File: src/rtl/ucsbece154a_mc_controller_if.sv
// Control bundle between the multicycle controller and its datapath.
// The controller is the master: it consumes the decoded instruction fields and the zero flag, and drives every strobe and mux select.
interface ucsbece154a_mc_controller_if #(
    parameter int CNT_W = 16
);
    logic [6:0]       op_i;
    logic [2:0]       funct3_i;
    logic             funct7b5_i;
    logic             Zero_i;
    logic             PCWrite_o;
    logic             AdrSrc_o;
    logic             MemWrite_o;
    logic             IRWrite_o;
    logic [1:0]       ResultSrc_o;
    logic [1:0]       ALUSrcA_o;
    logic [1:0]       ALUSrcB_o;
    logic [2:0]       ImmSrc_o;
    logic [2:0]       ALUControl_o;
    logic             RegWrite_o;
    logic             Illegal_o;
    logic [CNT_W-1:0] Retired_o;
    logic [3:0]       State_o;

    modport master (
        input  op_i, funct3_i, funct7b5_i, Zero_i,
        output PCWrite_o, AdrSrc_o, MemWrite_o, IRWrite_o, ResultSrc_o,
               ALUSrcA_o, ALUSrcB_o, ImmSrc_o, ALUControl_o, RegWrite_o,
               Illegal_o, Retired_o, State_o
    );

    modport slave (
        output op_i, funct3_i, funct7b5_i, Zero_i,
        input  PCWrite_o, AdrSrc_o, MemWrite_o, IRWrite_o, ResultSrc_o,
               ALUSrcA_o, ALUSrcB_o, ImmSrc_o, ALUControl_o, RegWrite_o,
               Illegal_o, Retired_o, State_o
    );
endinterface

File: src/rtl/ucsbece154a_mc_controller.sv
// Multicycle RV32I-subset controller: Moore FSM with memory wait states,
// a sticky illegal-opcode trap and a retired-instruction counter.
module ucsbece154a_mc_controller #(
    parameter int MEM_WAIT = 0,
    parameter int CNT_W    = 16
) (
    input  logic                           clk,
    input  logic                           reset,
    ucsbece154a_mc_controller_if.master    bus
);
    localparam int WAIT_W = (MEM_WAIT > 0) ? $clog2(MEM_WAIT + 1) : 1;
    localparam logic [WAIT_W-1:0] WAIT_INIT = WAIT_W'(MEM_WAIT);

    localparam logic [6:0] OP_LW   = 7'b0000011;
    localparam logic [6:0] OP_SW   = 7'b0100011;
    localparam logic [6:0] OP_R    = 7'b0110011;
    localparam logic [6:0] OP_I    = 7'b0010011;
    localparam logic [6:0] OP_BEQ  = 7'b1100011;
    localparam logic [6:0] OP_JAL  = 7'b1101111;
    localparam logic [6:0] OP_LUI  = 7'b0110111;

    typedef enum logic [3:0] {
        FETCH    = 4'd0,  DECODE   = 4'd1,  MEMADR   = 4'd2,  MEMREAD = 4'd3,
        MEMWB    = 4'd4,  MEMWRITE = 4'd5,  EXECUTER = 4'd6,  EXECUTEI = 4'd7,
        ALUWB    = 4'd8,  BEQ      = 4'd9,  JAL      = 4'd10, LUI     = 4'd11,
        ERROR    = 4'd12
    } state_t;

    typedef enum logic [1:0] {ALUOP_ADD, ALUOP_SUB, ALUOP_FUNCT} alu_op_t;

    state_t             state_reg;
    logic [WAIT_W-1:0]  wait_reg;
    logic [CNT_W-1:0]   retired_reg;

    logic    wait_done;
    logic    in_mem_state;
    assign wait_done    = (wait_reg == '0);
    assign in_mem_state = (state_reg == FETCH) || (state_reg == MEMREAD) ||
                          (state_reg == MEMWRITE);

    always_ff @(posedge clk) begin
        if (reset) begin
            state_reg   <= FETCH;
            wait_reg    <= WAIT_INIT;
            retired_reg <= '0;
        end else begin
            // The counter only runs down inside a memory state; anywhere else it
            // sits at the preload so the next memory state starts fresh.
            if (in_mem_state && !wait_done)
                wait_reg <= wait_reg - WAIT_W'(1);
            else
                wait_reg <= WAIT_INIT;

            case (state_reg)
                FETCH:    if (wait_done) state_reg <= DECODE;
                DECODE: begin
                    case (bus.op_i)
                        OP_LW, OP_SW: state_reg <= MEMADR;
                        OP_R:         state_reg <= EXECUTER;
                        OP_I:         state_reg <= EXECUTEI;
                        OP_BEQ:       state_reg <= BEQ;
                        OP_JAL:       state_reg <= JAL;
                        OP_LUI:       state_reg <= LUI;
                        default:      state_reg <= ERROR;
                    endcase
                end
                MEMADR:   state_reg <= (bus.op_i == OP_SW) ? MEMWRITE : MEMREAD;
                MEMREAD:  if (wait_done) state_reg <= MEMWB;
                MEMWRITE: begin
                    if (wait_done) begin
                        state_reg   <= FETCH;
                        retired_reg <= retired_reg + CNT_W'(1);
                    end
                end
                EXECUTER, EXECUTEI, JAL: state_reg <= ALUWB;
                MEMWB, ALUWB, BEQ, LUI: begin
                    state_reg   <= FETCH;
                    retired_reg <= retired_reg + CNT_W'(1);
                end
                ERROR:    state_reg <= ERROR;
                default:  state_reg <= ERROR;
            endcase
        end
    end

    logic       pc_write, adr_src, mem_write, ir_write, reg_write;
    logic [1:0] result_src, alu_src_a, alu_src_b;
    alu_op_t    alu_op;

    always_comb begin
        pc_write   = 1'b0;
        adr_src    = 1'b0;
        mem_write  = 1'b0;
        ir_write   = 1'b0;
        reg_write  = 1'b0;
        result_src = 2'b00;
        alu_src_a  = 2'b00;
        alu_src_b  = 2'b00;
        alu_op     = ALUOP_ADD;
        case (state_reg)
            FETCH: begin
                alu_src_b  = 2'b10;
                result_src = 2'b10;
                ir_write   = wait_done;
                pc_write   = wait_done;
            end
            DECODE:   begin alu_src_a = 2'b01; alu_src_b = 2'b01; end
            MEMADR:   begin alu_src_a = 2'b10; alu_src_b = 2'b01; end
            MEMREAD:  adr_src = 1'b1;
            MEMWB:    begin result_src = 2'b01; reg_write = 1'b1; end
            MEMWRITE: begin adr_src = 1'b1; mem_write = 1'b1; end
            EXECUTER: begin alu_src_a = 2'b10; alu_op = ALUOP_FUNCT; end
            EXECUTEI: begin alu_src_a = 2'b10; alu_src_b = 2'b01; alu_op = ALUOP_FUNCT; end
            ALUWB:    reg_write = 1'b1;
            BEQ: begin
                alu_src_a = 2'b10;
                alu_op    = ALUOP_SUB;
                pc_write  = bus.Zero_i;
            end
            JAL:      begin alu_src_a = 2'b01; alu_src_b = 2'b10; pc_write = 1'b1; end
            LUI:      begin result_src = 2'b11; reg_write = 1'b1; end
            default:  ;
        endcase
    end

    logic [2:0] alu_control;
    always_comb begin
        alu_control = 3'b000;
        case (alu_op)
            ALUOP_SUB:   alu_control = 3'b001;
            ALUOP_FUNCT: begin
                case (bus.funct3_i)
                    // op[5] separates R-type sub from addi with a stray imm bit 10.
                    3'b000:  alu_control = (bus.funct7b5_i & bus.op_i[5]) ? 3'b001 : 3'b000;
                    3'b010:  alu_control = 3'b101;
                    3'b110:  alu_control = 3'b011;
                    3'b111:  alu_control = 3'b010;
                    default: alu_control = 3'b000;
                endcase
            end
            default:     alu_control = 3'b000;
        endcase
    end

    logic [2:0] imm_src;
    always_comb begin
        imm_src = 3'b000;
        case (bus.op_i)
            OP_SW:   imm_src = 3'b001;
            OP_BEQ:  imm_src = 3'b010;
            OP_JAL:  imm_src = 3'b011;
            OP_LUI:  imm_src = 3'b100;
            default: imm_src = 3'b000;
        endcase
    end

    // Write strobes are forced low while reset is held so nothing is committed.
    assign bus.PCWrite_o    = pc_write  & ~reset;
    assign bus.MemWrite_o   = mem_write & ~reset;
    assign bus.IRWrite_o    = ir_write  & ~reset;
    assign bus.RegWrite_o   = reg_write & ~reset;
    assign bus.AdrSrc_o     = adr_src;
    assign bus.ResultSrc_o  = result_src;
    assign bus.ALUSrcA_o    = alu_src_a;
    assign bus.ALUSrcB_o    = alu_src_b;
    assign bus.ALUControl_o = alu_control;
    assign bus.ImmSrc_o     = imm_src;
    assign bus.Illegal_o    = (state_reg == ERROR);
    assign bus.Retired_o    = retired_reg;
    assign bus.State_o      = state_reg;
endmodule
File: src/flat_wrapper.sv
// flat-port wrapper written by rule: the top's interface ports become plain ports
module ucsbece154a_mc_controller_flat 
#(
    parameter int MEM_WAIT = 0,
    parameter int CNT_W    = 16
)
  (clk, reset, bus_op_i, bus_funct3_i, bus_funct7b5_i, bus_Zero_i, bus_PCWrite_o, bus_AdrSrc_o, bus_MemWrite_o, bus_IRWrite_o, bus_ResultSrc_o, bus_ALUSrcA_o, bus_ALUSrcB_o, bus_ImmSrc_o, bus_ALUControl_o, bus_RegWrite_o, bus_Illegal_o, bus_Retired_o, bus_State_o);
  ucsbece154a_mc_controller_if #(.CNT_W(CNT_W)) bus_i ();
  input  logic clk;
  input  logic reset;
  input wire logic [$bits(bus_i.op_i)-1:0] bus_op_i;
  input wire logic [$bits(bus_i.funct3_i)-1:0] bus_funct3_i;
  input wire logic [$bits(bus_i.funct7b5_i)-1:0] bus_funct7b5_i;
  input wire logic [$bits(bus_i.Zero_i)-1:0] bus_Zero_i;
  output wire logic [$bits(bus_i.PCWrite_o)-1:0] bus_PCWrite_o;
  output wire logic [$bits(bus_i.AdrSrc_o)-1:0] bus_AdrSrc_o;
  output wire logic [$bits(bus_i.MemWrite_o)-1:0] bus_MemWrite_o;
  output wire logic [$bits(bus_i.IRWrite_o)-1:0] bus_IRWrite_o;
  output wire logic [$bits(bus_i.ResultSrc_o)-1:0] bus_ResultSrc_o;
  output wire logic [$bits(bus_i.ALUSrcA_o)-1:0] bus_ALUSrcA_o;
  output wire logic [$bits(bus_i.ALUSrcB_o)-1:0] bus_ALUSrcB_o;
  output wire logic [$bits(bus_i.ImmSrc_o)-1:0] bus_ImmSrc_o;
  output wire logic [$bits(bus_i.ALUControl_o)-1:0] bus_ALUControl_o;
  output wire logic [$bits(bus_i.RegWrite_o)-1:0] bus_RegWrite_o;
  output wire logic [$bits(bus_i.Illegal_o)-1:0] bus_Illegal_o;
  output wire logic [$bits(bus_i.Retired_o)-1:0] bus_Retired_o;
  output wire logic [$bits(bus_i.State_o)-1:0] bus_State_o;
  assign bus_i.op_i = bus_op_i;
  assign bus_i.funct3_i = bus_funct3_i;
  assign bus_i.funct7b5_i = bus_funct7b5_i;
  assign bus_i.Zero_i = bus_Zero_i;
  assign bus_PCWrite_o = bus_i.PCWrite_o;
  assign bus_AdrSrc_o = bus_i.AdrSrc_o;
  assign bus_MemWrite_o = bus_i.MemWrite_o;
  assign bus_IRWrite_o = bus_i.IRWrite_o;
  assign bus_ResultSrc_o = bus_i.ResultSrc_o;
  assign bus_ALUSrcA_o = bus_i.ALUSrcA_o;
  assign bus_ALUSrcB_o = bus_i.ALUSrcB_o;
  assign bus_ImmSrc_o = bus_i.ImmSrc_o;
  assign bus_ALUControl_o = bus_i.ALUControl_o;
  assign bus_RegWrite_o = bus_i.RegWrite_o;
  assign bus_Illegal_o = bus_i.Illegal_o;
  assign bus_Retired_o = bus_i.Retired_o;
  assign bus_State_o = bus_i.State_o;
  ucsbece154a_mc_controller #(.MEM_WAIT(MEM_WAIT), .CNT_W(CNT_W)) u_core (.clk(clk), .reset(reset), .bus(bus_i));
endmodule
File: config.mk
export PLATFORM = sky130hd
export DESIGN_NAME = ucsbece154a_mc_controller_flat
export DESIGN_NICKNAME = d
export VERILOG_FILES = /design/src/rtl/ucsbece154a_mc_controller_if.sv /design/src/rtl/ucsbece154a_mc_controller.sv /design/src/flat_wrapper.sv
export SDC_FILE = /design/constraint.sdc
export NUM_CORES = 1
export LEC_CHECK = 0
export BUFFER_PORTS_ARGS = -buffer_cell sky130_fd_sc_hd__buf_2
export CAP_MARGIN = 20
export CORE_UTILIZATION = 52
export CTS_CLUSTER_DIAMETER = 60
export DETAILED_ROUTE_END_ITERATION = 8
export GPL_TIMING_DRIVEN = 0
export PLACE_DENSITY = 0.78
export SYNTH_ARGS = -nofsm -noshare
export SYNTH_HDL_FRONTEND = slang
export SYNTH_SLANG_ARGS = --single-unit
File: constraint.sdc
create_clock -name clk -period 5.4 [get_ports clk]
set_clock_uncertainty 0.1 [all_clocks]
set_input_delay 0.54 -clock clk [delete_from_list [all_inputs] [get_ports clk]]
set_output_delay 0.54 -clock clk [all_outputs]
set_load 0.02 [all_outputs]
Word-level counts from Yosys, hierarchy flattened
Cells that the tools add are included.
{"block": "totals", "in_bits": 14, "elab_cells": 80, "register_bits": 21, "out_inout_bits": 38}
{"block": "op_classes", "n_bitwise": 8, "eq_ne": 27, "add_sub_neg": 2, "n_reduce_logical": 19, "muxes": 21}
{"cell": "16-bit one-hot mux with 2 select lines", "count": 1}
{"cell": "4-bit one-hot mux with 7 select lines", "count": 1}
{"cell": "3-bit one-hot mux with 4 select lines", "count": 2}
{"cell": "4-bit one-hot mux with 6 select lines", "count": 1}
{"cell": "7-bit by 6-bit == test with 1-bit output, second input constant", "count": 3}
{"cell": "4-bit == test, second input constant", "count": 5}
{"cell": "16-bit by 1-bit adder with 16-bit output, second input constant", "count": 1}
{"cell": "4-bit by 3-bit == test with 1-bit output, second input constant", "count": 4}
{"cell": "16-bit two-way mux", "count": 1}
{"cell": "7-bit == test, second input constant", "count": 2}
{"cell": "4-bit two-way mux", "count": 3}
{"cell": "2-bit one-hot mux with 2 select lines", "count": 3}
{"cell": "2-bit OR reduction", "count": 6}
{"cell": "3-bit OR reduction", "count": 3}
{"cell": "4-bit by 2-bit == test with 1-bit output, second input constant", "count": 2}
{"cell": "4-bit OR reduction", "count": 2}
{"cell": "7-bit by 2-bit == test with 1-bit output, second input constant", "count": 1}
{"cell": "7-bit by 5-bit == test with 1-bit output, second input constant", "count": 1}
{"cell": "3-bit == test, second input constant", "count": 2}
{"cell": "2-bit != test, second input constant", "count": 3}
{"cell": "2-bit one-hot mux with 3 select lines", "count": 1}
{"cell": "3-bit one-hot mux with 2 select lines", "count": 1}
{"cell": "1-bit AND", "count": 5}
{"cell": "1-bit two-way mux", "count": 5}
{"cell": "15 further kinds", "count": 18}

Depth between registers and ports, before layout
Gate-level depths: netlist of the first run.
{"block": "logic_depth", "ltp_word": 6, "ltp_mapped": 8, "mapped_depth_nobuf": 6}

Least setup slack after synthesis of the first run
No wires, ideal clock.
{"block": "synth_path", "kind": "flip-flop to output port", "from": "register u_core.state_reg[3], in the netlist u_core.bus.State_o[3]", "to": "output bus_ALUControl_o[1]", "t_arrival_ps": 2012, "required_ps": 4760, "path_buffers": 2, "setup_slack_ps": 2748, "path_stages_with_launch": 7, "cell_sequence": "dfxtp_1 -> clkbuf_1 -> clkbuf_1 -> nor2b_1 -> nand2_1 -> ha_1 -> and4b_1"}
{"block": "synth_between", "elab_chain_cells": 5, "word_cells_on_any_way": 8, "classes_between": "eq/ne: 5; mux: 2; reduce/logical: 1"}
{"element": "start, declared", "line_no": "ucsbece154a_mc_controller.sv:31", "rtl": "state_t state_reg;"}
{"element": "start signal, assigned", "line_no": "ucsbece154a_mc_controller.sv:67", "rtl": "MEMADR: state_reg <= (bus.op_i == OP_SW) ? MEMWRITE : MEMREAD;"}
{"element": "4-bit by 3-bit == test with 1-bit output", "line_no": "ucsbece154a_mc_controller.sv:100", "rtl": "case (state_reg)"}
{"element": "2-bit OR reduction (no source line)"}
{"element": "2-bit one-hot mux with 2 select lines *", "line_no": "ucsbece154a_mc_controller.sv:100"}
{"element": "2-bit == test or 2-bit by 1-bit == test with 1-bit output (tied branches)", "line_no": "ucsbece154a_mc_controller.sv:129", "rtl": "case (alu_op)"}
{"element": "3-bit one-hot mux with 2 select lines *", "line_no": "ucsbece154a_mc_controller.sv:129"}
{"element": "end, declared", "line_no": "flat_wrapper.sv:23", "rtl": "output wire logic [$bits(bus_i.ALUControl_o)-1:0] bus_ALUControl_o;"}
Every way passes the cells marked *; elsewhere a longest branch is shown, timed or not.

Worst setup path after layout of the first run
Ends and elaborated chain as after synthesis.

==> results.cfg, run 1 <==
[route]
ant_nets = 0
drt-total-wl_um = 3740
vias = 1640
via_per_inst = 5.71
top_layer_used = met4
drt_first_pass_iters = 4
drt-initial-drc-count = 57
wl_per_cell_um = 13.0
wl_met1_um = 1870
wl_met3_um = 238
wl_met2_um = 1590
drcViolationCount = 0

[pwr]
pwr-share-comb_pct = 58.4
switchingPower_mw = 0.301
p_leak_nw = 0.760
clockPowerShare_pct = 12.4
p_int_mw = 0.323
peakVddDrop_v = 0.000288
p_total_mw = 0.625
swShare_pct = 48.2
power.density_mw_per_mm2 = 342
seqPwrFrac_pct = 29.1

[worst_setup_path]
reg2reg_depth = 6
cp.required_ns = 4.76
cp.buffers_inverters = 3
cp_common_cell = clkbuf_1
max_stage_delay_ns = 0.39
r2r_end = u_core.bus.Retired_o[13]
critical_path_class = reg -> out
cpMaxStageDelayCell = clkbuf_1
critPathLaunchType = flop
cp_cell_sequence = clkbuf_1 -> clkbuf_1 -> nor2b_1 -> nand2_1 -> ha_1 -> and4b_1 -> buf_2
cp-end-kind = primary output
crit_family = buffers and inverters
worst-path-max-fanout = 10
rr_startpoint = u_core.bus.State_o[2]
ff2ff_setup_slack_ns = 3.19
arrival_ns = 2.50

[global_routing]
grt_pass1_wl_um = 6500
antenna_found_initial = 0
grt_pass1_vias = 1465
grt_max_degree = 13
grt.total_usage_pct = 25.5
gr-total-overflow = 0

[clock_tree]
ctsRootBufferMaster = clkbuf_4
cts_tree = yes
cts_hold_buffers = 0
htreeDepth = 1
clock_path_buffers = 2
cts_buffers = 3
clkTransAtPathRegs_ns = 0.12
clkSinkCount = 21
cts_setup_buffers = 0
cts_resized = 0
clk_latency_ns = 0.31

[synthesis]
yosys_warnings = 0
synth_edf_count = 0
ys_seq_elements = 21
async_reset_ff_share_pct = 0
ys_seq_area_share_pct = 27.6
syn_nets = 221
ys.flop_type = dfxtp_1
netlist_instances = 204
syn_area_per_cell_sq_um = 7.46
syn_area_sq_mm = 0.00152
synth_cell_types = 47

[final_layout]
diodes = 0
final_common_cell = buf_2
final_cell_mix = buf_2, nor2_1, dfxtp_1
layout-drive-gt1-share_pct = 23.0
final_cells = 287
area_growth_pct = 20.1
fillers = 264
largest_reg_flops = 16
nets = 274

[timing]
hold_viol = 0
period_share_pct = 58.1
rsz0062_at_grt = no
fmax_mhz = 319
setup_viol = 0
fin_tns_setup_ns = 0
max-slew-margin-rel_pct = 59.9
worst-slew-pin-transition_ns = 0.601
slew_viol_final = 0
whs_ns = 0.421
fin_crit_ns = 3.14
setup_slack_ns = 2.26

[flow_run]
drv_cap = 0

[status]
status = complete, no violations

[placement]
hpwl_um = 2880
dp_cells = 283
place.port_buffers = 48
place_ws_ns = 2.62
gp_congestion = 0.898

[die]
io_pins = 52
dieArea_sq_mm = 0.00315
dieWidth_um = 56.1
core_area_sq_mm = 0.00276
rows = 19
start_util_pct = 55.2
fp.dieH_um = 56.1

[worst_hold_path]
hp-start = bus_op_i[0]
holdPathStages = 3
holdPathEnd = u_core.bus.State_o[1]
hold_class = in -> reg
-- cells by family (layout without fill, tap and decap cells) --
logic type / Yosys count / after routing / share of synthesized area, %
muxes: 5 / 5 / 3.45
and+or+nand+nor: 91 / 91 / 32.2
adders and majority gates: 3 / 3 / 2.47
other: 1 / 1 / 0.246
DFF: 21 / 21 / 27.6
buffers and inverters: 21 / 73 / 5.51
xor gates and xnor gates: 14 / 14 / 8.06
AOI/OAI and AO/OA: 48 / 48 / 20.5
-- worst max-delay path by stage --
| stage | end | slack [ns] | start | depth (start not counted) |
|---|---|---|---|---|
| detailed placement | bus_ALUControl_o[1] | 2.62 | u_core.bus.State_o[3] | 7 |
| finish | bus_ALUControl_o[1] | 2.26 | u_core.bus.State_o[3] | 7 |
| global placement | bus_ALUControl_o[1] | 2.65 | u_core.bus.State_o[3] | 7 |
| global route | bus_ALUControl_o[1] | 2.03 | u_core.bus.State_o[3] | 7 |
| floorplan | bus_ALUControl_o[1] | 2.75 | u_core.bus.State_o[3] | 6 |
| CTS | bus_ALUControl_o[1] | 2.26 | u_core.bus.State_o[3] | 7 |
-- metrics by stage --
step | instance area (sq um) | utilization [%]
after global routing | 1830 | 66.3
final | 1830 | 66.3
after CTS | 1830 | 66.3
after detailed placement | 1800 | 65.3
after floorplan | 1520 | -
after global placement | 1800 | 65.3
-- per-layer routing --
metal / up-vias / GRT usage, %
met4: 0 / 8.01
met3: 6 / 3.02
met5: - / 0
met1: 743 / 38.7
li1: 839 / -
met2: 52 / 37.2
-- synthesized netlist by cell type (6+ instances only) --
cell type  count  area (sq um)
xnor2_1        6          52.6
xor2_1         8          70.1
nor2_1        22          82.6
or3_1          7          43.8
o21ai_0       12          60.1
nor2b_1        8          50.1
a21oi_1       16          80.1
clkbuf_1       9          33.8
nor3_1        11          55.1
nand2_1       10          37.5
inv_1          7          26.3
nand3_1        9          45.0
dfxtp_1       21           420
-- power groups by stage --
| stage | Combinational [mW] | Sequential, mW | Clock (mW) |
|---|---|---|---|
| global placement | 0.356 | 0.186 | 0 |
| floorplan | 0.249 | 0.203 | 0 |
| CTS | 0.362 | 0.182 | 0.0803 |
| finish | 0.365 | 0.182 | 0.0776 |
| global route | 0.403 | 0.184 | 0.0858 |
| detailed placement | 0.361 | 0.186 | 0 |
-- layout make-up --
| type | count | area [sq um] | area share (%) |
|---|---|---|---|
| multi-input cells | 162 | 1020 | 55.6 |
| clock buffers | 3 | 22.5 | 1.23 |
| repair buffers | 48 | 240 | 13.1 |
| clock inverters | 1 | 5.00 | 0.274 |
| inverters | 8 | 30.0 | 1.64 |
| well taps | 31 | 38.8 | 2.12 |
| plain buffers | 13 | 53.8 | 2.94 |
| flip-flops and latches | 21 | 420 | 23.0 |
-- worst min-delay path: cells and delay by family --
family / cells / cell delay, ns
buffers and inverters: 1 / 0.11
AND/OR/NAND/NOR: 1 / 0.07
AO/OA/AOI/OAI: 1 / 0.07
No activity file was read; power rests on OpenSTA's default activity.
==> run 2: changes to the inputs <==
--- a/config.mk
+++ b/config.mk
@@ -7,11 +7,11 @@
 export LEC_CHECK = 0
 export BUFFER_PORTS_ARGS = -buffer_cell sky130_fd_sc_hd__buf_2
 export CAP_MARGIN = 20
-export CORE_UTILIZATION = 52
+export CORE_UTILIZATION = 45
 export CTS_CLUSTER_DIAMETER = 60
 export DETAILED_ROUTE_END_ITERATION = 8
 export GPL_TIMING_DRIVEN = 0
-export PLACE_DENSITY = 0.78
+export PLACE_DENSITY = 0.72
 export SYNTH_ARGS = -nofsm -noshare
 export SYNTH_HDL_FRONTEND = slang
 export SYNTH_SLANG_ARGS = --single-unit
==> constraint.sdc (replaced) <==
create_clock -name clk -period 2.55 [get_ports clk]
set_clock_uncertainty 0.1 [all_clocks]
set_input_delay 0.255 -clock clk [delete_from_list [all_inputs] [get_ports clk]]
set_output_delay 0.255 -clock clk [all_outputs]
set_load 0.02 [all_outputs]
==> results.cfg, run 2 (synthesized netlist as in run 1, its figures left out) <==
[timing]
setup_viol = 0
fmax_mhz = 423
fin_tns_setup_ns = 0
slew_viol_final = 0
period_share_pct = 92.8
fin_crit_ns = 2.37
rsz0062_at_grt = no
worst-slew-pin-transition_ns = 0.607
hold_viol = 0
max-slew-margin-rel_pct = 59.5

[final_layout]
postLayoutCoreUtil_pct = 58.9
diodes = 0
largest_reg_flops = 16
final_cells = 298
layout-drive-gt1-share_pct = 24.4
nets = 272
final_common_cell = buf_2
area_growth_pct = 21.1
final_cell_mix = buf_2, nor2_1, dfxtp_1

[global_routing]
antenna_found_initial = 0
grt_pass1_wl_um = 5910
grt_max_degree = 22
top_usage_layer = met2
met3_usage_pct = 4.76
grt.total_usage_pct = 21.0
gr-total-overflow = 0
grt_use_met2_pct = 32.2
grt_pass1_vias = 1333
met1_usage_pct = 29.5

[worst_setup_path]
arrival_ns = 2.01
cp-end-kind = primary output
cp.buffers_inverters = 2
path_depth = 6
max_stage_delay_ns = 0.35
cp_common_cell = buf_2
critPathLaunchType = flop
cp.required_ns = 2.19
cp_cell_sequence = buf_2 -> nor2b_2 -> nand2_1 -> ha_1 -> and4b_1 -> buf_2
crit_family = simple AND/OR/NAND/NOR gates
worst-path-max-fanout = 10
reg2reg_depth = 6
cpMaxStageDelayCell = dfxtp_1
critical_path_class = reg -> out

[clock_tree]
cts_tree = yes
ctsRootBufferMaster = clkbuf_4
clock_path_buffers = 2
cts_hold_buffers = 0
clkTransAtPathRegs_ns = 0.11
cts_buffers = 3
htreeDepth = 1
cts_setup_buffers = 0
clk_latency_ns = 0.30
clkSinkCount = 21

[placement]
place.port_buffers = 48
dp_cells = 296
gp_congestion = 0.809
hpwl_um = 2850

[worst_hold_path]
hold_class = in -> reg
holdPathStages = 3

[die]
fp.dieH_um = 60.1
dieWidth_um = 60.1
dieArea_sq_mm = 0.00362
rows = 20
core_area_sq_mm = 0.00313
io_pins = 52
start_util_pct = 48.6

[pwr]
p_leak_nw = 0.762
power.density_mw_per_mm2 = 713
swShare_pct = 48.0
pwr-share-comb_pct = 56.5
seqPwrFrac_pct = 31.4
peakVddDrop_v = 0.000234
switchingPower_mw = 0.629
p_int_mw = 0.683
clockPowerShare_pct = 12.1
p_total_mw = 1.31

[route]
drcViolationCount = 0
drt-total-wl_um = 3700
ant_nets = 0
drt_first_pass_iters = 4
vias = 1611
drt-initial-drc-count = 49
via_per_inst = 5.41
wl_per_cell_um = 12.4

[status]
status = complete, no violations

[flow_run]
drv_cap = 0
## run 2: cell count changes in the layout (fill, tap and decap cells not counted)
| cell | delta |
|---|---|
| dfxtp_2 | +1 |
| nor2b_2 | +1 |
| nor2b_1 | -1 |
| dfxtp_1 | -1 |
| clkbuf_2 | +1 |
| clkbuf_1 | -3 |
## run 2: stage by stage
| step | setup slack [ns] | area (sq um) | hold WS [ns] |
|---|---|---|---|
| after CTS | 0.0947 | 1840 | 0.132 |
| after floorplan | 0.183 | 1520 | 0.309 |
| after global placement | 0.0530 | 1820 | 0.396 |
| after detailed placement | 0.0290 | 1820 | 0.406 |
| after global routing | 0.0501 | 1840 | 0.174 |
| final | 0.185 | 1840 | 0.140 |
## run 2: power groups by stage
stage	Clock, mW	Combinational, mW	Sequential (mW)
finish	0.159	0.741	0.412
floorplan	0	0.527	0.430
global route	0.176	0.805	0.417
global placement	0	0.761	0.395
CTS	0.163	0.737	0.410
detailed placement	0	0.765	0.395
## run 2: what timing repair did
action / in CTS / in global routing
resized for setup: 1 / 3
setup endpoints to repair: 3 / 7
cloned: 0 / 0
## run 2: path summary, 6_finish.rpt
check	start	end	slack, ns
max	u_core.bus.State_o[0]	bus_ALUControl_o[1]	0.18
min reg2reg	u_core.bus.Retired_o[10]	u_core.bus.Retired_o[10]	0.42
max reg2reg	u_core.bus.State_o[2]	u_core.bus.Retired_o[13]	0.32
min	bus_op_i[0]	u_core.bus.State_o[1]	0.14
## run 2: area by class of cell
type	count	area, sq um
timing repair buffer	48	240
inverter	8	30.0
clock buffer	3	22.5
tap	44	55.1
buffer	11	47.5
sequential	21	422
clock inverter	1	5.00
multi-input combinational	162	1020
fill	320	1290
## run 2: worst min-delay path: stages
cell	delay [ns]
buf_2	0.11
nand4_1	0.07
a21oi_1	0.07
## run 2: per-layer routing
metal / up-vias / wire (um) / share of wire, %
met5: - / 0 / 0
met4: 0 / 37 / 1.0
met3: 4 / 159 / 4.3
met2: 40 / 1640 / 44
met1: 733 / 1860 / 50
li1: 834 / - / -
==> run 3: changes to the inputs <==
--- a/config.mk
+++ b/config.mk
@@ -7,11 +7,11 @@
 export LEC_CHECK = 0
 export BUFFER_PORTS_ARGS = -buffer_cell sky130_fd_sc_hd__buf_2
 export CAP_MARGIN = 20
-export CORE_UTILIZATION = 45
+export CORE_UTILIZATION = 52
 export CTS_CLUSTER_DIAMETER = 60
 export DETAILED_ROUTE_END_ITERATION = 8
 export GPL_TIMING_DRIVEN = 0
-export PLACE_DENSITY = 0.72
+export PLACE_DENSITY = 0.78
 export SYNTH_ARGS = -nofsm -noshare
 export SYNTH_HDL_FRONTEND = slang
 export SYNTH_SLANG_ARGS = --single-unit
==> constraint.sdc (replaced) <==
create_clock -name clk -period 2.8 [get_ports clk]
set_clock_uncertainty 0.1 [all_clocks]
set_input_delay 0.28 -clock clk [delete_from_list [all_inputs] [get_ports clk]]
set_output_delay 0.28 -clock clk [all_outputs]
set_load 0.02 [all_outputs]
==> results.cfg, run 3 (synthesized netlist as in run 1, its figures left out) <==
[route]
vias = 1630
wl_per_cell_um = 13.0
via_per_inst = 5.70
drcViolationCount = 0
drt-total-wl_um = 3730
ant_nets = 0
drt-initial-drc-count = 61
drt_first_pass_iters = 4

[global_routing]
grt_max_degree = 13
antenna_found_initial = 0
grt.total_usage_pct = 25.4
grt_pass1_vias = 1463
gr-total-overflow = 0
grt_pass1_wl_um = 6490

[final_layout]
diodes = 0
fillers = 262
nets = 273
area_growth_pct = 20.0
final_common_cell = buf_2
largest_reg_flops = 16
layout-drive-gt1-share_pct = 23.5
final_cell_mix = buf_2, nor2_1, dfxtp_1

[status]
status = complete, no violations

[timing]
slew_viol_final = 0
fin_crit_ns = 2.59
fmax_mhz = 387
hold_viol = 0
max-slew-margin-rel_pct = 60.4
period_share_pct = 92.4
rsz0062_at_grt = no
fin_tns_setup_ns = 0
worst-slew-pin-transition_ns = 0.593
setup_viol = 0
whs_ns = 0.158

[die]
io_pins = 52
core_area_sq_mm = 0.00276
rows = 19
dieWidth_um = 56.1
dieArea_sq_mm = 0.00315
fp.dieH_um = 56.1
start_util_pct = 55.2

[worst_setup_path]
arrival_ns = 2.21
cp.buffers_inverters = 2
crit_family = simple AND/OR/NAND/NOR gates
cp-end-kind = primary output
reg2reg_depth = 6
worst-path-max-fanout = 12
cp_cell_sequence = clkbuf_1 -> nor2b_1 -> nand2_1 -> ha_1 -> and4b_1 -> buf_2
rr_startpoint = u_core.bus.State_o[2]
ff2ff_setup_slack_ns = 0.60
critical_path_class = reg -> out
cp.required_ns = 2.42
critPathLaunchType = flop
r2r_end = u_core.bus.Retired_o[13]
max_stage_delay_ns = 0.49
cpMaxStageDelayCell = dfxtp_2

[worst_hold_path]
holdPathStages = 3
holdPathEnd = u_core.bus.State_o[1]
hp-start = bus_op_i[0]
hold_class = in -> reg

[clock_tree]
cts_buffers = 3
clock_path_buffers = 2
clkTransAtPathRegs_ns = 0.12
clk_latency_ns = 0.31
ctsRootBufferMaster = clkbuf_4
cts_setup_buffers = 0
cts_tree = yes
clkSinkCount = 21
htreeDepth = 1

[pwr]
p_leak_nw = 0.759
peakVddDrop_v = 0.000555
power.density_mw_per_mm2 = 659
p_total_mw = 1.20

[flow_run]
drv_cap = 0

[placement]
gp_congestion = 0.898
hpwl_um = 2880
place.port_buffers = 48
run 3: changes by cell type in the layout (fill, tap and decap cells not counted), sizes merged:
cell | before | now
clkbuf | 10 | 11
run 3: timing repair:
action                     in CTS  in global routing
pin swaps                       0                  0
hold buffers                    0                  0
hold endpoints to repair        0                  0
resized for setup               0                  1
setup endpoints to repair       1                  2
run 3: through the flow:
stage	setup slack [ns]	instances	util (%)	area, sq um
floorplan	0.408	204	-	1520
global placement	0.309	283	65.3	1800
detailed placement	0.280	283	65.3	1800
CTS	0.0792	286	66.2	1820
global route	0.0236	286	66.2	1830
finish	0.214	286	66.2	1830
run 3: worst max-delay path by stage:
stage / startpoint / endpoint / slack (ns) / cells past startpoint
final: u_core.bus.State_o[3] / bus_ALUControl_o[1] / 0.21 / 6
after global routing: u_core.bus.State_o[3] / bus_ALUControl_o[1] / 0.02 / 6
after CTS: u_core.bus.State_o[3] / bus_ALUControl_o[1] / 0.08 / 6
after detailed placement: u_core.bus.State_o[3] / bus_ALUControl_o[1] / 0.28 / 7
after global placement: u_core.bus.State_o[3] / bus_ALUControl_o[1] / 0.31 / 7
after floorplan: u_core.bus.State_o[3] / bus_ALUControl_o[1] / 0.41 / 6
run 3: per-layer routing:
layer / vias to the layer above / part of all wire [%] / global-route usage, %
met3: 4 / 7.9 / 3.02
met2: 59 / 43 / 37.2
met5: - / 0 / 0
met1: 730 / 48 / 38.5
li1: 837 / - / -
met4: 0 / 0.56 / 8.01
run 3: cell type report:
| cell class | instances | area (sq um) | area share, % |
|---|---|---|---|
| well taps | 31 | 38.8 | 2.12 |
| clock buffers | 3 | 22.5 | 1.23 |
| clock inverters | 1 | 5.00 | 0.274 |
| multi-input cells | 162 | 1020 | 55.7 |
| inverters | 8 | 30.0 | 1.64 |
| flip-flops and latches | 21 | 422 | 23.1 |
| repair buffers | 48 | 240 | 13.2 |
| plain buffers | 12 | 50.0 | 2.74 |
run 3: where the power goes:
group          switching (mW)  internal (mW)
registers              0.0355          0.330
logic                   0.447          0.240
clock network          0.0972         0.0534
total                   0.579          0.623
run 3: worst min-delay path: cells and delay by family:
kind | cells | cell delay [ns]
buffers and inverters | 1 | 0.11
AOI/OAI and AO/OA | 1 | 0.06
and+or+nand+nor | 1 | 0.07
